===== config.mk =====
export PLATFORM = sky130hd
export DESIGN_NAME = mem_arbiter
export DESIGN_NICKNAME = d
export VERILOG_FILES = /design/src/rtl/mem_arbiter.sv
export SDC_FILE = /design/constraint.sdc
export NUM_CORES = 1
export LEC_CHECK = 0
export CORE_ASPECT_RATIO = 2
export CORE_MARGIN = 4
export CORE_UTILIZATION = 47
export DETAILED_ROUTE_END_ITERATION = 10
export HOLD_SLACK_MARGIN = 0.12
export PLACE_DENSITY = 0.9
export REMOVE_ABC_BUFFERS = 1
export SLEW_MARGIN = 0
export SYNTH_ARGS = -nofsm -noshare
export SYNTH_HDL_FRONTEND = slang
export SYNTH_SLANG_ARGS = --single-unit

===== constraint.sdc =====
create_clock -name clk -period 17.91 [get_ports clk]
set_input_delay 4.4775 -clock clk [delete_from_list [all_inputs] [get_ports clk]]
set_output_delay 4.4775 -clock clk [all_outputs]
set_load 0.01 [all_outputs]

===== src/rtl/mem_arbiter.sv =====
// Sequencer sharing one single-port memory between instruction fetch and data
// access; stalls the pipeline until both accesses of a pipeline cycle complete.
module mem_arbiter #(
  parameter int unsigned TIMEOUT = 256
) (
  input  logic        clk,
  input  logic        reset,
  input  logic [31:0] pcf,
  input  logic        memreadm,
  input  logic        memwritem,
  input  logic [31:0] aluoutm,
  input  logic [31:0] writedatam,
  output logic [31:0] rdf,
  output logic [31:0] rdm,
  output logic        memstall,
  output logic        memerr,
  output logic        mem_req,
  output logic        mem_we,
  output logic [31:0] mem_addr,
  output logic [31:0] mem_wdata,
  input  logic [31:0] mem_rdata,
  input  logic        mem_ready,
  output logic [31:0] stallcnt
);

  localparam int unsigned CW = $clog2(TIMEOUT) + 1;

  localparam logic [2:0] ARB   = 3'd0;
  localparam logic [2:0] DATA  = 3'd1;
  localparam logic [2:0] FETCH = 3'd2;
  localparam logic [2:0] DONE  = 3'd3;
  localparam logic [2:0] ERR   = 3'd4;

  logic [2:0]    state, state_nx;
  logic [CW-1:0] wcnt, wcnt_nx;
  logic [31:0]   rdf_nx, rdm_nx, mem_addr_nx, mem_wdata_nx, stallcnt_nx;
  logic          memstall_nx, memerr_nx, mem_req_nx, mem_we_nx;
  logic          timed_out;

  assign timed_out = (wcnt == CW'(TIMEOUT - 1));

  // Next-state and next-output decode; request fields are launched on entry
  // into a request state and held until the completing edge.
  always_comb begin
    state_nx     = state;
    wcnt_nx      = wcnt;
    rdf_nx       = rdf;
    rdm_nx       = rdm;
    memstall_nx  = 1'b1;
    memerr_nx    = memerr;
    mem_req_nx   = mem_req;
    mem_we_nx    = mem_we;
    mem_addr_nx  = mem_addr;
    mem_wdata_nx = mem_wdata;
    stallcnt_nx  = stallcnt + 32'(memstall);

    case (state)
      ARB: begin
        wcnt_nx    = '0;
        mem_req_nx = 1'b1;
        if (memreadm || memwritem) begin
          state_nx     = DATA;
          mem_we_nx    = memwritem;
          mem_addr_nx  = {aluoutm[31:2], 2'b00};
          mem_wdata_nx = writedatam;
        end else begin
          state_nx     = FETCH;
          mem_we_nx    = 1'b0;
          mem_addr_nx  = {pcf[31:2], 2'b00};
          mem_wdata_nx = '0;
        end
      end
      DATA: begin
        if (mem_ready) begin
          if (!mem_we) rdm_nx = mem_rdata;
          state_nx     = FETCH;
          wcnt_nx      = '0;
          mem_we_nx    = 1'b0;
          mem_addr_nx  = {pcf[31:2], 2'b00};
          mem_wdata_nx = '0;
        end else if (timed_out) begin
          state_nx   = ERR;
          memerr_nx  = 1'b1;
          mem_req_nx = 1'b0;
          mem_we_nx  = 1'b0;
        end else begin
          wcnt_nx = wcnt + CW'(1);
        end
      end
      FETCH: begin
        if (mem_ready) begin
          rdf_nx      = mem_rdata;
          state_nx    = DONE;
          memstall_nx = 1'b0;
          mem_req_nx  = 1'b0;
        end else if (timed_out) begin
          state_nx   = ERR;
          memerr_nx  = 1'b1;
          mem_req_nx = 1'b0;
        end else begin
          wcnt_nx = wcnt + CW'(1);
        end
      end
      DONE: begin
        state_nx   = ARB;
        mem_req_nx = 1'b0;
      end
      ERR: begin
        mem_req_nx = 1'b0;
        memerr_nx  = 1'b1;
      end
      default: begin
        state_nx   = ARB;
        mem_req_nx = 1'b0;
      end
    endcase
  end

  always_ff @(posedge clk or posedge reset) begin
    if (reset) begin
      state     <= ARB;
      wcnt      <= '0;
      rdf       <= '0;
      rdm       <= '0;
      memstall  <= 1'b1;
      memerr    <= 1'b0;
      mem_req   <= 1'b0;
      mem_we    <= 1'b0;
      mem_addr  <= '0;
      mem_wdata <= '0;
      stallcnt  <= '0;
    end else begin
      state     <= state_nx;
      wcnt      <= wcnt_nx;
      rdf       <= rdf_nx;
      rdm       <= rdm_nx;
      memstall  <= memstall_nx;
      memerr    <= memerr_nx;
      mem_req   <= mem_req_nx;
      mem_we    <= mem_we_nx;
      mem_addr  <= mem_addr_nx;
      mem_wdata <= mem_wdata_nx;
      stallcnt  <= stallcnt_nx;
    end
  end

endmodule


==> impl_results.rst <==
.. list-table::
   :header-rows: 1

   * - Metric
     - Value
   * - Flip-flop cell with the highest count after synthesis
     - sky130_fd_sc_hd__dfrtp_1
   * - Routed WL per cell
     - 18.44 µm
   * - DR vias
     - 6140
   * - Worst EP required
     - 18.26 ns
   * - Portion of the clock cycle consumed by the worst path in the final layout
     - 0.3440
   * - Number of buffers created by CTS
     - 17
   * - Largest net degree at the start of global routing
     - 114
   * - Total number of yosys warnings
     - 0
   * - Post-Place Worst Slack
     - 11.34 ns
   * - Area leader, netlist
     - sky130_fd_sc_hd__dfrtp_1
   * - DIE AREA
     - 0.01769 mm²
   * - Total wire length after detailed routing
     - 21280 µm
   * - Antenna diodes
     - 0
   * - Count of flip-flops with a built-in enable after synthesis
     - 0
   * - Final number of hold-violating endpoints
     - 0
   * - Final HPWL from detailed placement
     - 15680 µm
   * - Core area
     - 0.01529 mm²
   * - Port Buffer Count
     - 290
   * - Type of the worst min-delay path
     - reg2reg
   * - Max_slew headroom
     - 0.2557
   * - Setup violation total in the final timing report
     - 0
   * - Part of the power in combinational logic
     - 0.427
   * - Library cell with the highest instance count after synthesis
     - sky130_fd_sc_hd__dfrtp_1
   * - Synthesis-to-layout area growth
     - 50.27%
   * - TritonCTS clock tree
     - built
   * - Post-Synthesis Cells
     - 668
   * - Worst-case vdd ir drop
     - 0.0001007 V
   * - Power density cells
     - 164.2 mW/mm²
   * - Setup TNS Final
     - 0 ns
   * - CTS sink cnt
     - 174
   * - Sequential cell fraction of total power
     - 0.358
   * - CP endpoint kind
     - flip-flop
   * - Effective utilization at floorplan
     - 0.4768
   * - Share of synthesized flip-flops with an asynchronous set or reset
     - 1.000
   * - ANT nets after route
     - 0
   * - Synthesized area per cell
     - 10.92 µm²
   * - Wire length of the first global-routing pass
     - 32450 µm
   * - Endpoint arrival time on the critical path
     - 6.51 ns
   * - Final Instance Count excl. Fillers
     - 1154
   * - Result of the run
     - finished, final reports clean
   * - Net Sw Frac
     - 0.3364
   * - Clock network power share
     - 0.215
   * - Horizontal die dimension
     - 96.08 µm
   * - Number of synthesized register bits
     - 174
   * - Net count of the finished layout
     - 1079
   * - Number of placement rows
     - 64
   * - Clock insertion delay at the later pin of the skew report
     - 0.42 ns
   * - Number of slew-limit violations in the final report
     - 0
   * - Net switching component of the power
     - 605.2 µW
   * - Top post-synthesis cells by count
     - sky130_fd_sc_hd__dfrtp_1, sky130_fd_sc_hd__nand2_1, sky130_fd_sc_hd__mux2_2
   * - Unrepaired setup endpoints after global routing
     - no
   * - Int Power
     - 1194 µW
   * - Uppermost signal routing layer after detailed routing
     - met4
   * - Count of different cell masters after synthesis
     - 45
   * - Detailed router's first-iteration violation count
     - 197
   * - Post-layout min period
     - 6.160 ns
   * - Post-route worst setup slack
     - 11.75 ns
   * - Met2 wire len
     - 11930 µm
   * - Drt first pass iters
     - 5
   * - Count of hold buffers inserted by post-cts repair
     - 0
   * - Clock skew after layout
     - 0.009901 ns
   * - Number of placed I/O pins
     - 297
   * - Clock root cell
     - sky130_fd_sc_hd__clkbuf_16
   * - Critical Path Start Type
     - input pin
   * - Critical path type
     - in2reg
   * - Total met3 wirelength after detailed routing
     - 1569 µm
   * - Top post-synthesis cells by area
     - sky130_fd_sc_hd__dfrtp_1, sky130_fd_sc_hd__mux2_2, sky130_fd_sc_hd__nand2_1
   * - Final weighted congestion in routability-driven placement
     - 0.8318
   * - Achievable Freq
     - 162.3 MHz
   * - Antenna violations before repair
     - 0
   * - All-Layer GR Usage
     - 0.2431
   * - # resized after CTS
     - 0
   * - Total routed wire length on the met1 layer
     - 6931 µm
   * - Slew @ Worst Pin
     - 1.106 ns
   * - Area fraction of the dominant cell type after synthesis
     - 0.5937
   * - H-Tree Depth
     - 4
   * - Vias in the first global route
     - 6366
   * - Overflow left after global routing
     - 0
   * - Critical path fanouts, max
     - 98
   * - Routed via count divided by cell count
     - 5.321
   * - Count of max-cap constraint violations
     - 0
   * - Clock transition at the registers of the reported paths
     - 0.06 ns
   * - Cell Area, Synth
     - 0.007292 mm²
   * - CTS max path bufs
     - 2
   * - Count of unresolved DRC violations after routing
     - 0
   * - Die H
     - 184.2 µm
   * - Fraction of final layout cells with drive strength greater than 1
     - 0.1182
   * - Static Leak
     - 0.004754 µW
   * - Post CTS Setup Buffer Count
     - 0
   * - Share of the yosys chip area belonging to registers
     - 0.5973
   * - Number of placed instances with taps included
     - 1122
[sequential cells by signal (all words and copies together) (netlist names)]
name,cells
memstall,1
rdf,32
mem_addr,30
memerr,1
state,3
mem_req,1
rdm,32
wcnt,9
stallcnt,32
mem_we,1
mem_wdata,32
[metrics by stage]
step	cell area (µm²)	power [µW]	util	hold slack (ns)
after floorplan	7117	981.7	-	0.4916
after global placement	10330	1386	0.6755	0.4488
after detailed placement	10330	1423	0.6755	0.4547
after CTS	10960	1819	0.7165	0.4697
after global routing	10960	1903	0.7165	0.4922
final	10960	1799	0.7165	0.4623
[critical path: stages]
cell	delay, ns
sky130_fd_sc_hd__clkdlybuf4s50_1	0.59
sky130_fd_sc_hd__nand2b_1	0.20
sky130_fd_sc_hd__and2_2	0.16
sky130_fd_sc_hd__buf_4	0.69
sky130_fd_sc_hd__nand3_1	0.19
sky130_fd_sc_hd__nand2_1	0.13
[power groups by stage]
stage	clock network (µW)	logic (µW)	registers, µW
2_1_floorplan	0	274	708
3_3_place_gp	0	750	636
3_5_place_dp	0	772	651
4_1_cts	394	779	645
5_1_grt	410	830	663
6_report	387	768	644
[cell families (layout without fill, tap and decap cells)]
| logic type | count (synthesis) | after routing | synth area share |
|---|---|---|---|
| AOI/OAI and AO/OA | 61 | 61 | 0.05371 |
| xor gates and xnor gates | 31 | 31 | 0.03723 |
| adders and majority gates | 3 | 3 | 0.005148 |
| buffers and inverters | 52 | 339 | 0.03020 |
| DFF | 174 | 174 | 0.5973 |
| muxes | 64 | 64 | 0.09883 |
| other | 1 | 2 | 0.0005143 |
| and+or+nand+nor | 282 | 282 | 0.1771 |
[area by class of cell]
cell class | count | area (µm²)
Clock inverter | 11 | 156.4
Sequential cell | 174 | 4355
Tap cell | 198 | 247.7
Clock buffer | 21 | 470.5
Multi-Input combinational cell | 443 | 2734
Timing Repair Buffer | 296 | 2948
Inverter | 11 | 46.29
Fill cell | 1043 | 4337
[cells in the final DEF (no fill, tap or decap), drive strengths merged, types with 2 or more instances in the layout]
| cell type | count |
|---|---|
| a21oi | 7 |
| a31oi | 33 |
| and2 | 4 |
| and3 | 3 |
| and4 | 7 |
| buf | 6 |
| bufinv | 3 |
| clkbuf | 21 |
| clkdlybuf4s50 | 290 |
| clkinv | 4 |
| clkinvlp | 2 |
| conb | 2 |
| dfrtp | 173 |
| ha | 3 |
| inv | 13 |
| mux2 | 64 |
| nand2 | 141 |
| nand2b | 2 |
| nand3 | 47 |
| nand4 | 11 |
| nor2 | 42 |
| nor2b | 2 |
| nor3 | 7 |
| nor4 | 5 |
| o21ai | 8 |
| o311ai | 2 |
| o31ai | 4 |
| or2 | 2 |
| or3 | 2 |
| or4 | 4 |
| xnor2 | 14 |
| xor2 | 17 |
[layer usage]
metal | GRT usage | up-vias
met5 | 0 | -
met4 | 0.1192 | 0
met3 | 0.05923 | 52
met2 | 0.4539 | 279
met1 | 0.2398 | 2980
li1 | - | 2829
[final timing paths]
| check | slack (ns) | cells past startpoint | start | end |
|---|---|---|---|---|
| setup / recovery | 11.75 | 6 | mem_ready | mem_wdata[1]$_DFFE_PP0P_ |
| hold / removal | 0.46 | 2 | mem_wdata[21]$_DFFE_PP0P_ | mem_wdata[21]$_DFFE_PP0P_ |
| setup reg to reg | 15.65 | 4 | state[0]$_DFFE_PP0P_ | mem_addr[24]$_DFFE_PP0P_ |
| hold reg to reg | 0.46 | 2 | mem_wdata[21]$_DFFE_PP0P_ | mem_wdata[21]$_DFFE_PP0P_ |
| max in group asynchronous | 11.85 | 3 | reset | mem_addr[26]$_DFFE_PP0P_ |
| min in group asynchronous | 4.64 | 2 | reset | rdf[20]$_DFFE_PP0P_ |
No activity file was read; power rests on OpenSTA's default activity.
